--- config.mk ---
export PLATFORM = sky130hd
export DESIGN_NAME = coprocessor0
export DESIGN_NICKNAME = d
export VERILOG_FILES = /design/src/rtl/coprocessor0.sv
export SDC_FILE = /design/constraint.sdc
export NUM_CORES = 1
export LEC_CHECK = 0
export CAP_MARGIN = 20
export CORE_MARGIN = 8
export CORE_UTILIZATION = 40
export DETAILED_ROUTE_END_ITERATION = 12
export PLACE_DENSITY = 0.69
export SLEW_MARGIN = 20
export SYNTH_ARGS = -nofsm -noshare
export SYNTH_HDL_FRONTEND = slang
export SYNTH_SLANG_ARGS = --single-unit
--- constraint.sdc ---
create_clock -name clk -period 7.5 [get_ports clk]
set_clock_uncertainty 0.2 [all_clocks]
set_input_delay 1.5 -clock clk [delete_from_list [all_inputs] [get_ports clk]]
set_output_delay 1.5 -clock clk [all_outputs]
set_load 0.1 [all_outputs]
--- src/rtl/coprocessor0.sv ---
// Coprocessor 0: MFC0/MTC0 register file, Count/Compare timer, exception state
// (EPC, Cause, Status.EXL) and the interrupt request to the pipeline controller.
module coprocessor0 #(
  parameter int unsigned DATA_WIDTH = 32,
  parameter logic [31:0] PRID       = 32'h0001_8000
) (
  input  logic                  clk,
  input  logic                  rst_n,
  input  logic                  reg_rw,
  input  logic [4:0]            reg_read_addr,
  output logic [DATA_WIDTH-1:0] reg_read,
  input  logic [4:0]            reg_write_addr,
  input  logic [DATA_WIDTH-1:0] reg_write,
  input  logic                  exc_req,
  input  logic [4:0]            exc_code,
  input  logic [DATA_WIDTH-1:0] exc_pc,
  input  logic                  exc_in_delay_slot,
  input  logic [DATA_WIDTH-1:0] exc_badvaddr,
  input  logic                  eret,
  input  logic [5:0]            hw_int,
  output logic [DATA_WIDTH-1:0] status,
  output logic [DATA_WIDTH-1:0] cause,
  output logic [DATA_WIDTH-1:0] epc,
  output logic                  int_req
);

  localparam int unsigned W = DATA_WIDTH;

  localparam logic [4:0] ADDR_BADVADDR = 5'd8;
  localparam logic [4:0] ADDR_COUNT    = 5'd9;
  localparam logic [4:0] ADDR_COMPARE  = 5'd11;
  localparam logic [4:0] ADDR_STATUS   = 5'd12;
  localparam logic [4:0] ADDR_CAUSE    = 5'd13;
  localparam logic [4:0] ADDR_EPC      = 5'd14;
  localparam logic [4:0] ADDR_PRID     = 5'd15;

  logic [W-1:0] count_q;
  logic [W-1:0] compare_q;
  logic [W-1:0] epc_q;
  logic [W-1:0] badvaddr_q;

  // Status fields
  logic         cu0_q;
  logic [7:0]   im_q;
  logic         exl_q;
  logic         ie_q;

  // Cause fields
  logic         bd_q;
  logic         ti_q;
  logic [5:0]   ip_hw_q;
  logic [1:0]   ip_sw_q;
  logic [4:0]   exc_code_q;

  logic wr_count;
  logic wr_compare;
  logic wr_status;
  logic wr_cause;
  logic wr_epc;
  logic timer_match;
  logic bad_addr_exc;

  assign wr_count     = reg_rw && (reg_write_addr == ADDR_COUNT);
  assign wr_compare   = reg_rw && (reg_write_addr == ADDR_COMPARE);
  assign wr_status    = reg_rw && (reg_write_addr == ADDR_STATUS);
  assign wr_cause     = reg_rw && (reg_write_addr == ADDR_CAUSE);
  assign wr_epc       = reg_rw && (reg_write_addr == ADDR_EPC);
  assign timer_match  = (count_q == compare_q) && (compare_q != '0);
  assign bad_addr_exc = (exc_code == 5'd4) || (exc_code == 5'd5);

  assign status = {3'b000, cu0_q, 12'h000, im_q, 6'b00_0000, exl_q, ie_q};
  assign cause  = {bd_q, ti_q, 14'h0000, ip_hw_q[5] | ti_q, ip_hw_q[4:0], ip_sw_q,
                   1'b0, exc_code_q, 2'b00};
  assign epc    = epc_q;

  assign int_req = ie_q && !exl_q && (|(im_q & cause[15:8]));

  // Count/Compare timer; a Compare write wins over a same-cycle match
  always_ff @(posedge clk or negedge rst_n) begin
    if (!rst_n) begin
      count_q   <= '0;
      compare_q <= '0;
      ti_q      <= 1'b0;
      ip_hw_q   <= '0;
    end else begin
      count_q <= wr_count ? reg_write : count_q + W'(1);
      ip_hw_q <= hw_int;
      if (wr_compare) begin
        compare_q <= reg_write;
        ti_q      <= 1'b0;
      end else if (timer_match) begin
        ti_q <= 1'b1;
      end
    end
  end

  // Status: exception entry beats ERET beats MTC0
  always_ff @(posedge clk or negedge rst_n) begin
    if (!rst_n) begin
      cu0_q <= 1'b1;
      im_q  <= '0;
      exl_q <= 1'b0;
      ie_q  <= 1'b0;
    end else if (exc_req) begin
      exl_q <= 1'b1;
    end else if (eret) begin
      exl_q <= 1'b0;
    end else if (wr_status) begin
      cu0_q <= reg_write[28];
      im_q  <= reg_write[15:8];
      exl_q <= reg_write[1];
      ie_q  <= reg_write[0];
    end
  end

  // Cause, EPC, BadVAddr; nested exceptions keep the original EPC and BD
  always_ff @(posedge clk or negedge rst_n) begin
    if (!rst_n) begin
      bd_q       <= 1'b0;
      ip_sw_q    <= '0;
      exc_code_q <= '0;
      epc_q      <= '0;
      badvaddr_q <= '0;
    end else begin
      if (exc_req) begin
        exc_code_q <= exc_code;
        if (!exl_q) begin
          bd_q  <= exc_in_delay_slot;
          epc_q <= exc_in_delay_slot ? exc_pc - W'(4) : exc_pc;
        end
        if (bad_addr_exc) begin
          badvaddr_q <= exc_badvaddr;
        end
      end else if (!eret) begin
        if (wr_cause) begin
          ip_sw_q <= reg_write[9:8];
        end
        if (wr_epc) begin
          epc_q <= reg_write;
        end
      end
    end
  end

  // Read port sees registered state only; the execution stage forwards
  always_comb begin
    reg_read = '0;
    unique case (reg_read_addr)
      ADDR_BADVADDR: reg_read = badvaddr_q;
      ADDR_COUNT:    reg_read = count_q;
      ADDR_COMPARE:  reg_read = compare_q;
      ADDR_STATUS:   reg_read = status;
      ADDR_CAUSE:    reg_read = cause;
      ADDR_EPC:      reg_read = epc_q;
      ADDR_PRID:     reg_read = PRID;
      default:       reg_read = '0;
    endcase
  end

endmodule

==> results of run 1 <==
[per-layer routing]
| metal | wire length, microns | part of all wire [%] |
|---|---|---|
| met1 | 13510 | 41 |
| met4 | 957 | 2.9 |
| met2 | 15460 | 47 |
| met5 | 13 | 0.040 |
| met3 | 2704 | 8.3 |
[sequential cells by signal, indices dropped and copies added, names as in the netlist]
name and flops:
ti_q 1, count_q 32, exl_q 1, ip_hw_q 6, bd_q 1, exc_code_q 5
ie_q 1, compare_q 32, epc 32, badvaddr_q 32, cu0_q 1, im_q 8
ip_sw_q 2
[cells by family (layout without fill, tap and decap cells)]
logic type | after synthesis | after routing
AO/OA/AOI/OAI | 164 | 164
other | 1 | 39
multiplexers | 103 | 103
buffers and inverters | 108 | 267
XOR/XNOR | 86 | 86
flip-flops | 154 | 154
AND/OR/NAND/NOR | 272 | 272
adder cells (fa/ha/maj) | 2 | 2
[per-stage QoR]
step	power [mW]	setup slack (ns)
after global routing	3.523	1.136
after detailed placement	2.445	1.346
after global placement	2.437	1.367
final	3.395	1.288
after floorplan	2.055	2.080
after CTS	3.399	1.335
[area by class of cell]
class                   instances  area [sq um]
diodes                          1         2.502
clock buffers                  18         439.2
clock inverters                14         206.4
fillers                      1980         10050
inverters                       8         30.03
multi-input cells             665          4573
flip-flops and latches        154          3855
well taps                     280         350.3
repair buffers                227          2316
[worst max-delay path, cell delays in order]
cell and delay, ns:
sky130_fd_sc_hd__clkdlybuf4s50_1 0.86, sky130_fd_sc_hd__and2_0 0.64, sky130_fd_sc_hd__and2_1 0.83, sky130_fd_sc_hd__a22oi_1 0.23
sky130_fd_sc_hd__nand3_1 0.14, sky130_fd_sc_hd__buf_4 0.30
[worst paths after layout]
path	end	depth (start not counted)	startpoint	slack, ns
setup / recovery	reg_read[6]	6	reg_read_addr[1]	1.29
hold / removal	badvaddr_q[12]	1	badvaddr_q[12]	0.31
setup reg to reg	count_q[27]	5	count_q[2]	4.88
hold reg to reg	badvaddr_q[12]	1	badvaddr_q[12]	0.31
max in group asynchronous	epc[0]	2	rst_n	4.72
min in group asynchronous	badvaddr_q[2]	1	rst_n	0.92
[synthesized netlist by cell type (all sizes together) (13+ instances only)]
master / count
a222oi: 15
a22o: 14
dfrtp: 153
mux2: 81
nand2: 95
clkbuf: 41
xor2: 34
xnor2: 52
nor3b: 22
buf: 58
nand3: 27
o21ai: 75
nand4: 29
nor4: 21
a22oi: 22
a21oi: 23
mux2i: 22
nor2: 27
nor3: 13
[where the power goes]
part,switching [mW],internal (mW),leakage (nW),total (mW)
logic,0.765,0.388,2.54,1.15
registers,0.288,1.01,1.88,1.30
clock network,0.369,0.574,0.313,0.943
total,1.42,1.97,4.73,3.40
==> flow_results.org, run 1 <==
** Worst setup path
- STA classifies the critical path startpoint as an input pin.
- Worst endpoint required time :: 5.80 ns
- In this run the worst path has a maximum fanout of 19.
- The worst setup path is of the in2out kind.
- Crit end category :: output pin
- Crit path DAT :: 4.51 ns

** Synth
- The synthesized netlist devotes 12.00% of its cell area to compound gates.
- Portion of netlist area occupied by mux cells :: 12.77%
- Post-synthesis sequential element count :: 154
- The synthesized netlist devotes 16.01% of its cell area to simple gates.
- Part of the Yosys area used for sequential elements :: 43.46%
- Share of the synthesized area in the top cell type :: 43.17%
- By area, the combinational part of the netlist is dominated by simple AND/OR/NAND/NOR gates.
- Number of flops mapped to enable cells by yosys :: 0
- Top cells by area, synth :: sky130_fd_sc_hd__dfrtp_1 43%, sky130_fd_sc_hd__mux2_2 10%, sky130_fd_sc_hd__xnor2_1 5.1%, sky130_fd_sc_hd__buf_4 4.1%, sky130_fd_sc_hd__o21ai_0 4.1%
- Area of the mapped netlist :: 8870 sq um
- Of all flip-flops after synthesis, the portion carrying an async set or reset was 100.0%.
- After synthesis, the netlist uses 58 different library cells.
- Biggest area consumer among synthesized cells :: sky130_fd_sc_hd__dfrtp_1
- Number of instances in the synthesized netlist :: 890
- The synthesized netlist devotes 0.2821% of its cell area to adder and majority cells.
- Most used flip-flop cell after synthesis :: sky130_fd_sc_hd__dfrtp_1
- Syn_area_per_cell :: 9.966 sq um
- XOR/XNOR share of the synthesized area :: 8.492%
- During synthesis, Yosys emitted a total of 0 warnings.

** Detailed routing
- Count of antenna-violating nets left after detailed routing :: 0
- Summing over every cut layer, the via total after detailed routing is 7836.
- DRC marker count from the first detailed-route iteration :: 669
- Aggregate routed wire length :: 32640 microns
- Remaining design rule violation count :: 0
- Routed wirelength normalized by instance count :: 23.88 microns
- Count of TritonRoute iterations in the first routing pass :: 5
- Number of vias per cell :: 5.732

** Placed design
- Detailed placement ended at an HPWL of 25020 microns.
- Count of buffers from port buffering :: 213
- Global placement routability congestion :: 0.9138
- Summing all placed instances gives a cell area of 11120 sq um.
- Number of cells in the design after placement :: 1334

** STA
- Transition time of the tightest slew-check pin :: 1.155 ns
- In the final timing run, aggregate negative setup slack is 0 ns.
- Fmax :: 161.0 MHz
- Fin. max-slew vios :: 0
- Worst slew margin relative to its limit :: 22.39%
- The hold violation total from the final report was 0.
- The final critical path takes up 82.82% of the cycle.
- Setup repair after global routing left no endpoint under its margin.
- Across all hold checks on the routed design, the worst slack comes to 0.3082 ns.
- Counting I/O delays and the setup requirement, the final critical path takes 6.212 ns.
- Endpoints failing setup :: 0

** Final layout
- Area growth, synth to finish :: 32.73%
- The library cells used most frequently in the layout, excluding fill and tap cells, are 179 x sky130_fd_sc_hd__clkdlybuf4s50_1, 153 x sky130_fd_sc_hd__dfrtp_1, 95 x sky130_fd_sc_hd__nand2_1, 81 x sky130_fd_sc_hd__mux2_2, 73 x sky130_fd_sc_hd__o21ai_0.
- Non-filler instance count after layout :: 1367
- Leading cell type in the layout, fill and taps excluded :: sky130_fd_sc_hd__clkdlybuf4s50_1
- After routing the design area is 11770 sq um.
- Finished Core Util :: 53.94%
- The post-route netlist has 16.30% of its cells at a drive strength greater than 1.
- Number of nets in the finished design :: 1198

** CTS
- Post-CTS repair changed the size of 0 cells.
- Buffers inserted by post-CTS timing repair :: 0
- TritonCTS built the clock tree.
- The H-tree generated during clock tree synthesis spans 4 levels.
- Clock-pin slew was measured on the worst setup and hold paths at 0.07 ns.
- Count of hold buffers inserted by post-cts repair :: 0
- Max Buffers Root-to-Sink :: 2
- The clock net in this run drives a total of 154 sinks.
- Number of buffers created by CTS :: 17
- The root buffer cell chosen for the clock tree is sky130_fd_sc_hd__clkbuf_16.
- For the worst-skew pair, the clock arrives at the later sink with an insertion delay of 0.44 ns.

** Floorplan
- Measured along the y axis, the die boundary spans 164.9 microns.
- The die is 164.9 microns wide.
- Number of placed I/O pins :: 252
- Initial standard-cell utilization of the core :: 40.64%
- The die covers 27200 sq um.
- Placement Rows :: 54
- Area inside the core boundary :: 21820 sq um

** Power and ir drop
- LEAKAGE :: 4.734 nW
- Across the VDD grid, the largest voltage drop is 0.1721 mV.
- Dividing total power by cell area gives a power density of 288.4 nW/um^2.

** GRT
- GR Layer Usage met2 :: 37.31%
- GRT Overall Usage :: 23.63%
- The number of global-route vias before repair is 7755.
- After global routing the overflow that remains totals 0.
- The initial antenna violation count was 2.
- Met1 track demand over resource :: 30.44%
- Global routing usage on met3 :: 6.431%
- Busiest layer in global routing :: met2
- First-pass GRT wire length :: 48070 microns
- Maximum number of pins on one net before global-route repair :: 87

** Status
- Run status :: finished clean

** Hold path
- The path class of the tightest hold or removal check is reg2reg.

** Run
- Max-capacitance violation count :: 0
No activity file was read; power rests on OpenSTA's default activity.
==> run 2, diff against run 1 <==
- clock period: 7.5 -> 6.5 ns (I/O delays scaled with it)
==> run 2 against run 1 <==
Against the previous run: utilization about the same; non-clock buffer count up 1; power up 12%; first-iteration DRC count up 2.5%; via count unchanged; cell area about the same; count of clock-buffer cells in the layout up 4; die area unchanged; wire length down 0.15%; setup slack worse by 0.55 ns; global-route usage up 0.22 points; worst hold slack worse by 0.0035 ns; largest power group unchanged.
==> flow_results.org, run 2 (synthesis gave the netlist of run 1 again) <==
** Detailed routing
- The total routed wirelength is 32590 microns (-0.15%).
- Met3 wire length :: 3028 microns (+12%)
- The number of iterations in the first detailed-routing pass was 7 (+2).
- Number of vias per cell :: 5.732 (unchanged)
- Highest metal layer with signal wires :: met5
- The residual antenna-violating net count after detailed routing was 0 (unchanged).
- The number of design rule violations left after detail routing came to 0 (unchanged).
- The per-cell routed wire length was 23.84 microns (-0.15%).
- The count of vias placed by the detailed router came to 7836 (unchanged).
- M1 wire length :: 13080 microns (-3.2%)
- DRC marker count from the first detailed-route iteration :: 686 (+2.5%)
- Routed wire length on met2 :: 15210 microns (-1.6%)

** Power and ir drop
- Pwr Total :: 3.791 mW (+12%)
- VDD IR max :: 0.1843 mV (+7.1%)
- The power per cell area was 322.0 nW/um^2 (+12%).
- LEAKAGE :: 4.713 nW (-0.46%)

** GRT
- Initial antenna violation count :: 1 (-1)
- The first-pass GRT wire length was 48800 microns (+1.5%).
- Maximum number of pins on one net before global-route repair :: 100 (+15%)
- The remaining global-route overflow came to 0 (unchanged).
- The total track usage was 23.84% (+0.22 points).
- Vias in the first global route :: 7944 (+2.4%)

** STA
- Hold Slack :: 0.3047 ns (-0.003543 ns)
- Derived from the worst setup path, the maximum achievable clock frequency is 173.5 MHz.
- Shortest clock period the worst path allows after layout :: 5.764 ns
- Endpoints failing setup :: 0 (unchanged)
- Setup ws final :: 0.7362 ns (-0.5521 ns)
- Number of hold-slack violations in the final timing report :: 0 (unchanged)
- Worst slew margin relative to its limit :: 27.06% (+4.7 points)
- Total Negative Setup Slacks :: 0 ns (unchanged)
- RSZ-0062 raised after global routing :: false
- The actual transition at the worst max-transition pin came to 1.091 ns (-0.06461 ns).
- Fin. max-slew vios :: 0 (unchanged)
- The final critical path takes up 88.67% of the cycle.

** CTS
- The tree is rooted in a sky130_fd_sc_hd__clkbuf_16.
- TritonCTS built the clock tree.
- The largest buffer count on any clock path is 2 (unchanged).
- Number of buffers created by CTS :: 17 (unchanged)
- The quantity of hold-fixing buffers added after cts is 0 (unchanged).
- The clock transition at the register clock pins on the worst setup and hold paths after CTS was 0.06 ns (about the same).
- Count of cells resized by post-cts repair :: 0 (unchanged)
- The total setup buffers inserted after CTS is 0 (unchanged).
- H-tree lvl count :: 4 (unchanged)
- Insertion delay to the later sink of the worst-skew pair :: 0.43 ns (about the same)
- The clock sink total was 154 (unchanged).

** Placed design
- Post-Place Setup Slack :: 0.8018 ns (-0.5440 ns)
- The total of buffers placed on input and output ports is 213 (unchanged).
- The routability congestion estimate from global placement came to 0.9651 (+5.6%).
- Final HPWL from detailed placement :: 25360 microns (+1.3%)

** Worst setup path
- The depth of the worst register-to-register path is 5 (unchanged).
- The worst path arrival time was 4.26 ns (-0.25 ns).
- Worst endpoint required time :: 5.00 ns (-0.80 ns)
- Origin of the worst setup path :: reg_read_addr[1]
- STA classifies the critical path endpoint as an output pin.
- STA classifies the critical path startpoint as an input pin.
- Worst reg2reg setup slack :: 3.92 ns (-0.96 ns)
- Maximum net fanout on the critical path :: 19 (unchanged)
- In this run the critical register-to-register path is captured at count_q[15].
- The critical path in this run is classified as in2out.
- The startpoint identified for the worst register-to-register timing path is count_q[6].

** Hold path
- The startpoint identified for the worst hold timing path is badvaddr_q[6].
- The cell depth of the worst hold path was 1 (unchanged).
- In this run the worst hold path is classified as reg2reg.
- Hold worst-path end :: badvaddr_q[6]

** Final layout
- The signed area change from the synthesized netlist to the final layout is 32.71% (about the same).
- Fraction of final layout cells with drive strength greater than 1 :: 16.19% (-0.11 points)
- Leaving out fill and tap cells, the most frequent cells in the layout are 179 x sky130_fd_sc_hd__clkdlybuf4s50_1, 153 x sky130_fd_sc_hd__dfrtp_1, 95 x sky130_fd_sc_hd__nand2_1, 81 x sky130_fd_sc_hd__mux2_2, 73 x sky130_fd_sc_hd__o21ai_0.
- Leading cell type in the layout, fill and taps excluded :: sky130_fd_sc_hd__clkdlybuf4s50_1
- The net total in the final layout came to 1199 (+0.083%).
- The antenna diode instance count was 0 (-1).

** Floorplan
- The core outline area came to 21820 sq um (unchanged).
- Die boundary height :: 164.9 microns (unchanged)
- The number of placement rows came to 54 (unchanged).
- The starting density of the core came to 40.64% (unchanged).
- The horizontal extent of the die came to 164.9 microns (unchanged).
- The overall die area was 27200 sq um (unchanged).
- The number of placed I/O pins came to 252 (unchanged).

** Status
- Run status :: finished clean

** Run
- Max-capacitance violation count :: 0 (unchanged)
## run 2: where the power goes
part,switching [mW],internal [mW],total [mW]
combinational,0.885,0.452,1.34
clock,0.401,0.557,0.958
sequential,0.329,1.17,1.50
## run 2: per-stage QoR
stage,instance area (sq um),utilization [%],cells
after floorplan,9009,-,927
after global placement,11200,51.32,1334
after detailed placement,11200,51.32,1334
after CTS,11770,53.92,1366
after global routing,11770,53.94,1367
final,11770,53.94,1367
## run 2: critical path, stage by stage
cell and delay (ns):
sky130_fd_sc_hd__clkdlybuf4s50_1 0.82, sky130_fd_sc_hd__and2_0 0.57, sky130_fd_sc_hd__and2_1 0.87, sky130_fd_sc_hd__a222oi_1 0.30, sky130_fd_sc_hd__nand2_1 0.20, sky130_fd_sc_hd__buf_12 0.19
## run 2: cell type report
| cell class | count | area (sq um) |
|---|---|---|
| inverters | 8 | 30.03 |
| multi-input cells | 665 | 4573 |
| clock buffers | 22 | 474.2 |
| clock inverters | 10 | 92.59 |
| fillers | 1925 | 10050 |
| flip-flops and latches | 154 | 3855 |
| repair buffers | 228 | 2396 |
| well taps | 280 | 350.3 |
## run 2: worst max path at each step
stage,end,slack [ns],cells past startpoint
floorplan,int_req,1.28,2
global placement,reg_read[30],0.93,6
detailed placement,reg_read[14],0.80,6
CTS,reg_read[14],0.81,6
global route,reg_read[14],0.60,6
finish,reg_read[14],0.74,6
## run 2: per-layer routing
metal	vias to the layer above	global-route usage [%]
met5	-	0
met4	2	11.02
met3	78	7.278
met2	396	37.07
met1	3846	29.92
li1	3514	-
